### src/rtl/i2s_burst_arbiter.sv
// Round-robin burst collector: grants one ready, enabled I2S channel at a time, reads a
// fixed-length burst from its FIFO and streams channel-tagged samples out over AXI-Stream.
module i2s_burst_arbiter #(
  parameter int CHANNEL_NUM  = 32,
  parameter int ID_WIDTH     = 5,
  parameter int SAMPLE_WIDTH = 16,
  parameter int TDATA_WIDTH  = 32,
  parameter int BURST_LEN    = 15,
  parameter int OUT_DEPTH    = 4,
  parameter int TAG_ENABLE   = 1
) (
  input  logic                                clk,
  input  logic                                rst_n,
  input  logic [CHANNEL_NUM-1:0]              ch_ready,
  input  logic [CHANNEL_NUM-1:0]              ch_mask,
  output logic [CHANNEL_NUM-1:0]              ch_rd_en,
  input  logic [CHANNEL_NUM*SAMPLE_WIDTH-1:0] ch_rdata,
  output logic                                m_axis_tvalid,
  input  logic                                m_axis_tready,
  output logic [TDATA_WIDTH-1:0]              m_axis_tdata,
  output logic                                m_axis_tlast,
  output logic                                busy,
  output logic [ID_WIDTH-1:0]                 cur_id
);

  localparam int CW = (CHANNEL_NUM > 1) ? $clog2(CHANNEL_NUM) : 1;
  localparam int AW = $clog2(OUT_DEPTH);
  localparam int EW = TDATA_WIDTH + 1;

  typedef enum logic {SCAN, BURST} state_t;

  state_t                  state, next_state;
  logic [CHANNEL_NUM-1:0]  req;
  logic [ID_WIDTH-1:0]     ptr, grant_id, search_id;
  logic                    search_hit;
  logic [7:0]              word_cnt;
  logic                    last_read, rd_pulse;
  logic                    inflight, inflight_last;
  logic [AW:0]             count;
  logic [AW+1:0]           credit_used;
  logic [AW-1:0]           wr_ptr, rd_ptr;
  logic [EW-1:0]           mem [OUT_DEPTH];
  logic [EW-1:0]           head;
  logic                    push, pop;
  logic [SAMPLE_WIDTH-1:0] ch_sample [CHANNEL_NUM];
  logic [TDATA_WIDTH-1:0]  push_data;

  for (genvar k = 0; k < CHANNEL_NUM; k++) begin : g_split
    assign ch_sample[k] = ch_rdata[k*SAMPLE_WIDTH +: SAMPLE_WIDTH];
  end

  assign req = ch_ready & ch_mask;

  // First requesting channel at or after ptr, wrapping around the channel range.
  always_comb begin : grant_search
    int idx;
    idx        = 0;
    search_hit = 1'b0;
    search_id  = '0;
    for (int i = 0; i < CHANNEL_NUM; i++) begin
      idx = int'(ptr) + i;
      if (idx >= CHANNEL_NUM) idx = idx - CHANNEL_NUM;
      if (!search_hit && req[CW'(idx)]) begin
        search_hit = 1'b1;
        search_id  = ID_WIDTH'(idx);
      end
    end
  end

  // Reads are credit-gated: buffered words plus the one in flight may never exceed the buffer.
  assign credit_used = {1'b0, count} + (AW+2)'(inflight);
  assign rd_pulse    = (state == BURST) && (credit_used < (AW+2)'(OUT_DEPTH));
  assign last_read   = (word_cnt == 8'(BURST_LEN - 1));

  always_ff @(posedge clk or negedge rst_n) begin
    if (!rst_n) state <= SCAN;
    else        state <= next_state;
  end

  always_comb begin
    next_state = state;
    case (state)
      SCAN:    if (search_hit) next_state = BURST;
      BURST:   if (rd_pulse && last_read) next_state = SCAN;
      default: next_state = SCAN;
    endcase
  end

  always_comb begin
    busy     = (state == BURST);
    ch_rd_en = '0;
    if (rd_pulse) ch_rd_en[CW'(grant_id)] = 1'b1;
  end

  always_ff @(posedge clk or negedge rst_n) begin
    if (!rst_n) begin
      ptr      <= '0;
      grant_id <= '0;
      word_cnt <= '0;
    end else if (state == SCAN && search_hit) begin
      grant_id <= search_id;
      word_cnt <= '0;
      if (search_id == ID_WIDTH'(CHANNEL_NUM - 1)) ptr <= '0;
      else                                          ptr <= search_id + 1'b1;
    end else if (rd_pulse) begin
      word_cnt <= word_cnt + 1'b1;
    end
  end

  assign cur_id = grant_id;

  always_ff @(posedge clk or negedge rst_n) begin
    if (!rst_n) begin
      inflight      <= 1'b0;
      inflight_last <= 1'b0;
    end else begin
      inflight      <= rd_pulse;
      inflight_last <= rd_pulse && last_read;
    end
  end

  // grant_id is still the reading channel here: a new grant lands on the same edge as this push.
  always_comb begin
    push_data                     = '0;
    push_data[SAMPLE_WIDTH-1:0]   = ch_sample[CW'(grant_id)];
    if (TAG_ENABLE != 0) push_data[TDATA_WIDTH-1 -: ID_WIDTH] = grant_id;
  end

  assign push = inflight;
  assign pop  = m_axis_tvalid & m_axis_tready;

  always_ff @(posedge clk) begin
    if (push) mem[wr_ptr] <= {inflight_last, push_data};
  end

  always_ff @(posedge clk or negedge rst_n) begin
    if (!rst_n) begin
      wr_ptr <= '0;
      rd_ptr <= '0;
      count  <= '0;
    end else begin
      if (push) wr_ptr <= wr_ptr + 1'b1;
      if (pop)  rd_ptr <= rd_ptr + 1'b1;
      case ({push, pop})
        2'b10:   count <= count + 1'b1;
        2'b01:   count <= count - 1'b1;
        default: count <= count;
      endcase
    end
  end

  assign head          = mem[rd_ptr];
  assign m_axis_tvalid = (count != '0);
  assign m_axis_tdata  = m_axis_tvalid ? head[TDATA_WIDTH-1:0] : '0;
  assign m_axis_tlast  = m_axis_tvalid & head[TDATA_WIDTH];

endmodule

### config.mk
export PLATFORM = sky130hd
export DESIGN_NAME = i2s_burst_arbiter
export DESIGN_NICKNAME = d
export VERILOG_FILES = /design/src/rtl/i2s_burst_arbiter.sv
export SDC_FILE = /design/constraint.sdc
export NUM_CORES = 1
export LEC_CHECK = 0
export ABC_AREA = 1
export ABC_CLOCK_PERIOD_IN_PS = 5000
export BUFFER_PORTS_ARGS = -buffer_cell sky130_fd_sc_hd__buf_2
export CAP_MARGIN = 40
export CORE_AREA = 2 2 254 256
export CTS_CLUSTER_DIAMETER = 60
export DETAILED_ROUTE_END_ITERATION = 8
export DIE_AREA = 0 0 256 258
export PLACE_DENSITY = 0.42
export SYNTH_ARGS = -nofsm -noshare
export SYNTH_HDL_FRONTEND = slang
export SYNTH_SLANG_ARGS = --single-unit
### constraint.sdc
create_clock -name clk -period 5 [get_ports clk]
set_input_delay 1 -clock clk [delete_from_list [all_inputs] [get_ports clk]]
set_output_delay 1 -clock clk [all_outputs]
set_load 0.02 [all_outputs]
======== After elaboration in Yosys (flattened, before gate mapping) ========
Memory sizes are Yosys's and may differ from the RTL's.
Cells that the tools add are included.
storage, ports and cells
  bits in registers ....................... 28
  memory bits (writable) .................. 88
  bits of input ports ..................... 579
  output and inout port bits .............. 72
  word-level logic and storage cells ...... 434
  memories ................................ 1
cells by class
  $add $sub $neg .......................... 70
  magnitude comparators ................... 68
  equal/unequal tests ..................... 4
  muxes and demuxes ....................... 208
  bitwise gates (word level) .............. 5
  reduce and logical (&&, ||, !) cells .... 69
memory list
  name  words  width  read ports  clocked after memory_dff  write ports  RTL line  RTL
  mem   4      22     1           0                         1            42        logic [EW-1:0] mem [OUT_DEPTH];
operator list
  kind                                                  count
  2-to-1 mux 5 bit                                      65
  < comparator 5 x 7 -> 1 bit (second input constant)   32
  >= comparator 6 bit (second input constant)           32
  binary-select mux 1 bit (select 5 bit)                32
  subtractor 5 x 1 -> 5 bit (second input constant)     32
  2-to-1 mux 1 bit                                      101
  adder 5 x 5 -> 6 bit (second input constant)          16
  binary-select mux 16 bit (select 5 bit)               1
  2-to-1 mux 32 bit                                     2
  adder 5 x 4 -> 6 bit (second input constant)          8
  logical AND 1 bit                                     35
  AND 32 bit                                            1
  2-to-1 mux 16 bit                                     2
  zero test 1 bit                                       31
  adder 5 x 3 -> 6 bit (second input constant)          4
  2-to-1 mux 8 bit                                      2
  adder 5 x 2 -> 6 bit (second input constant)          2
  adder 8 x 1 -> 8 bit (second input constant)          1
  equality test 8 x 4 -> 1 bit (second input constant)  1
  adder 5 x 1 -> 6 bit (second input constant)          1
  >= comparator 5 x 6 -> 1 bit (second input constant)  1
  < comparator 5 x 6 -> 1 bit (second input constant)   1
  inverter 5 -> 6 bit                                   1
  one-hot mux 3 bit (2 select lines)                    1
  16 further kinds                                      19

======== Logic depth before layout (Yosys ltp) ========
  depth in word-level cells ............... 101
  mapped depth ............................ 44
  depth with buffers taken out ............ 40

======== Least setup slack after synthesis ========
Ideal clock, no wire load.
  path type ............................... register to register
  start point ............................. register ptr[2]
  end point ............................... register ptr[0]
  library setup time ...................... 0.120 ns
  arrival ................................. 5.332 ns
  required time ........................... 4.880 ns
  slack ................................... -0.452 ns
  stages on the path, launching flop included .. 38
  buffers on the path ..................... 3
  clock period less this slack ............ 5.452 ns
  cells stage by stage .................... dfrtp_1 buf_4 inv_2 clkbuf_1 ha_1 inv_1 clkbuf_1 nand2_1 nand3_1 nand3_1 nand2_1 nand3_4 nor2_8 nand4_2 nor2_4 nand4_4 nor2_4 nand4_4 [... 2 more ...] nor2_4 nand4_4 nor2_4 nand4_4 nor2_4 nand2_2 nor2_4 nand3_2 nand2_1 nor2_1 nor2_4 ha_1 nand2_1 nor2_1 ha_1 nor2_1 o21ai_0 inv_1
on the way
  longest elaborated chain between the ends .. 101
  elaborated cells between the ends (all ways) .. 353
  those cells by class .................... add/sub: 64; order compare: 32; eq/ne: 1; mux: 193; reduce/logical: 63
RTL lines
  what                                                           RTL line  RTL
  start, declared                                                34        logic [ID_WIDTH-1:0] ptr, grant_id, search_id;
  start signal, assigned                                         104       else ptr <= search_id + 1'b1;
  branches (longest 98 deep; another with adder 5 x 1 -> 6 bit)  -
  2-to-1 mux 5 bit (*)                                           63        if (!search_hit && req[CW'(idx)]) begin
  via search_id[1]                                               34
  equality test 5 bit (*)                                        103       if (search_id == ID_WIDTH'(CHANNEL_NUM - 1)) ptr <= '0;
  2-to-1 mux 5 bit (*)                                           103
Mark *: on every way through the listed nets, which the timed path passes. The select of a mux whose other input is x is not followed.
A chain may end at the register's enable or synchronous reset.

======== Final worst setup path ========
  start point ............................. register ptr[0]
  end point ............................... register ptr[0]
on the way
  longest elaborated chain between the ends .. 101
  elaborated cells between the ends (all ways) .. 353
  those cells by class .................... add/sub: 64; order compare: 32; eq/ne: 1; mux: 193; reduce/logical: 63
RTL lines
  what                                                                RTL line
  branches (longest 98 deep; another with adder 5 x 1 -> 6 bit)       -
  2-to-1 mux 5 bit (*)                                                63
  via search_id[0]                                                    34
  adder 5 x 1 -> 5 bit / equality test 5 bit (equally long branches)  104, 103
  2-to-1 mux 5 bit (*)                                                103
Marks and branches as above.

==> flow_summary.yaml <==
status:
  status: "finished, violations left"
  violations: "setup timing"
place:
  hpwlAfterDp_um: 74400
  gp_congestion: 0.936
  portBuffers: 639
yosys:
  synth_ff_type: "edfxtp_1"
  synthTopCellsByCount: "nand2_1 (552), nand3_1 (337), nor2_1 (211), inv_1 (131), a22oi_1 (128)"
  synthArstFlopShare_pct: 24.1
  synth_most_common_cell: "nand2_1"
  synth-xor-area-share_pct: 1.69
  synth.distinct_cells: 51
  syn_area_um2: 13300
  synth_edf_count: 88
  muxShareOfSynthArea_pct: 0
  synth_top_cell_area_share_pct: 19.9
  synthAdderAreaFrac_pct: 2.22
  ys_seq_elements: 116
  synthSimpleGateAreaFrac_pct: 41.1
  synth_seq_area_share_pct: 25.2
  netlist.top_cell.by_area: "edfxtp_1"
  yosys-top-cells-area: "edfxtp_1 (20%), nand2_1 (16%), nand3_1 (13%), a22oi_1 (7.2%), nor2_1 (6.0%)"
  synth_top_family_by_area: "simple AND/OR/NAND/NOR gates"
  yosys_warnings: 0
  synth_compound_area_share_pct: 20.6
  syn_inst: 2107
  syn_avg_cell_area_um2: 6.30
clock_network:
  postCtsHoldBufs: 0
  clockRootBuffer: "clkbuf_16"
  clkTransAtPathRegs_ns: 0.06
  cts-buffers-inserted: 17
  insertion_delay_ns: 0.41
  cts_tree: "done"
  clockBufferDepth: 2
  cts_sinks: 116
  htree_levels: 4
die:
  fp-row-count: 93
  ios: 651
  die-area_um2: 66000
  core_area_um2: 63600
  die_height_um: 258
  die_w_um: 256
  start_util_pct: 20.9
grt:
  grt_pass1_vias: 18600
  grt_antenna_before_repair: 25
  grt_pass1_wl_um: 126000
  grt_max_degree: 78
  grtUsageTotal_pct: 26.0
  overflow: 0
critical_path:
  critical_path_required_ns: 5.30
  cp-start-kind: "flop"
  slowest_stage: "dfrtp_2"
  crit_type: "reg -> reg"
  r2r_setup_slack_ns: -0.02
  rr_worst_depth: 36
  cp.arrival_ns: 5.32
  timing.rr.start: "ptr[0]"
  slowest_delay_ns: 0.41
  r2r_end: "ptr[0]"
  end_kind: "flop"
  cp_max_fo: 6
  crit_top_cell: "nor2_4"
sta:
  max_slew_margin_pct: 36.5
  setup_tns_ns: -0.0204
  max_freq_ghz: 0.199
  finalWorstSetupSlack_ns: -0.0190
  maxSlewViolCount: 0
  hold_viol_final: 0
  finalCriticalPeriod_ns: 5.02
  worstMarginPinSlew_ns: 0.952
  skew_ns: 0.0112
  min_period_over_period_pct: 100
  rsz0062_at_grt: "true"
  setup_violations: 2
cells_and_area:
  final_nets: 3530
  area_growth_pct: 55.1
  final_core_util_pct: 32.4
  drive_gt1_share_pct: 38.6
job:
  cap_violations: 0
pwr:
  leakage_nw: 9.90
  power_density_nw_per_um2: 905
  ir_worst_vdd_v: 0.000316
drt:
  vias: 18918
  vias_per_cell: 4.97
  wirelength_um: 89400
  first_iter_violations: 1834
  dr.pass1.iters: 8
  post-route-drc-count: 0
  antenna_left: 0
  wl_per_cell_um: 23.5
hold_path:
  hold_class: "reg -> reg"
  holdPathStages: 1
  holdCritStartpoint: "count[2]"
  min_to: "count[2]"
==> area by class of cell <==
class                           instances  area (um2)
Sequential cell                       116        3350
Timing Repair Buffer                  944        5780
Multi-Input combinational cell       1705        9240
Clock inverter                         15         131
Clock buffer                           17         425
Fill cell                            7110       43000
Tap cell                              855        1070
Inverter                              144         569
Antenna cell                           10        25.0
==> how the worst max path moves through the flow <==
stage           start  depth (start not counted)  endpoint  slack, ns
3_5_place_dp   ptr[1]                         31    ptr[0]      -0.42
5_1_grt        ptr[0]                         38    ptr[0]      -0.29
6_report       ptr[0]                         36    ptr[0]      -0.02
3_3_place_gp   ptr[1]                         33    ptr[4]      -0.44
4_1_cts        ptr[1]                         37    ptr[0]       0.01
2_1_floorplan  ptr[0]                         41    ptr[0]      -0.13
==> per-layer routing <==
| layer | GRT usage (%) | wire length (um) | up-vias |
|---|---|---|---|
| met5 | 0 | 75 | - |
| met4 | 5.96 | 1730 | 10 |
| met3 | 3.15 | 5480 | 92 |
| met2 | 44.9 | 43600 | 760 |
| met1 | 34.5 | 38500 | 9038 |
| li1 | - | - | 9018 |
==> metrics by stage <==
step / power, mW / area [um2] / setup slack (ns) / instances / hold slack (ns)
floorplan: 9.37 / 13500 / -0.127 / 2117 / 0.455
global placement: 16.2 / 19100 / -0.439 / 3729 / 0.506
detailed placement: 16.2 / 19300 / -0.424 / 3734 / 0.503
CTS: 17.6 / 19900 / 0.0105 / 3769 / 0.524
global route: 20.0 / 20600 / -0.287 / 3805 / 0.556
finish: 18.6 / 20600 / -0.0190 / 3806 / 0.526
==> flip-flops by register name, indices dropped and copies added, names as in the netlist <==
signal and flops:
busy 1, mem 88, rd_ptr 2, inflight 1, wr_ptr 2, ptr 5, word_cnt 8, count 3
cur_id 5, inflight_last 1
==> critical path: cells and delay by family, from the launching register on <==
kind,cells,cell delay (ns)
AOI/OAI and AO/OA,4,0.66
DFF,1,0.41
and+or+nand+nor,21,2.35
adders and majority gates,3,0.67
buffers and inverters,8,0.81
==> repair_timing <==
action | 4_1_cts | 5_1_grt
pin swaps | 4 | 60
gates resized for setup | 24 | 110
setup endpoints to repair | 12 | 11
buffers inserted | 3 | 24
cloned | 0 | 4
==> power breakdown <==
part / internal, mW / switching [mW] / total (mW) / leakage (nW)
logic: 5.84 / 9.72 / 15.6 / 8.50
registers: 1.66 / 0.255 / 1.92 / 1.13
clock network: 0.684 / 0.473 / 1.16 / 0.264
==> placed cells by master, fill, tap and decap left out, drive strengths merged, types with 20 or more instances in the layout <==
cell	netlist	final
edfxtp	88	88
ha	22	22
o21ai	112	112
buf	67	941
a31oi	125	125
nand2	557	557
or2	20	20
nand3	341	341
nor2	225	225
nand4	38	38
a22oi	128	128
clkbuf	85	20
dfrtp	28	28
inv	143	146
a21oi	35	35
==> kinds of logic (layout without fill, tap and decap cells) <==
logic type | after synthesis | in the layout
and+or+nand+nor | 1221 | 1221
AOI/OAI and AO/OA | 427 | 427
buffers and inverters | 296 | 1120
DFF | 116 | 116
adders and majority gates | 23 | 23
xor gates and xnor gates | 23 | 23
other | 1 | 21
No activity file was read; power rests on OpenSTA's default activity.
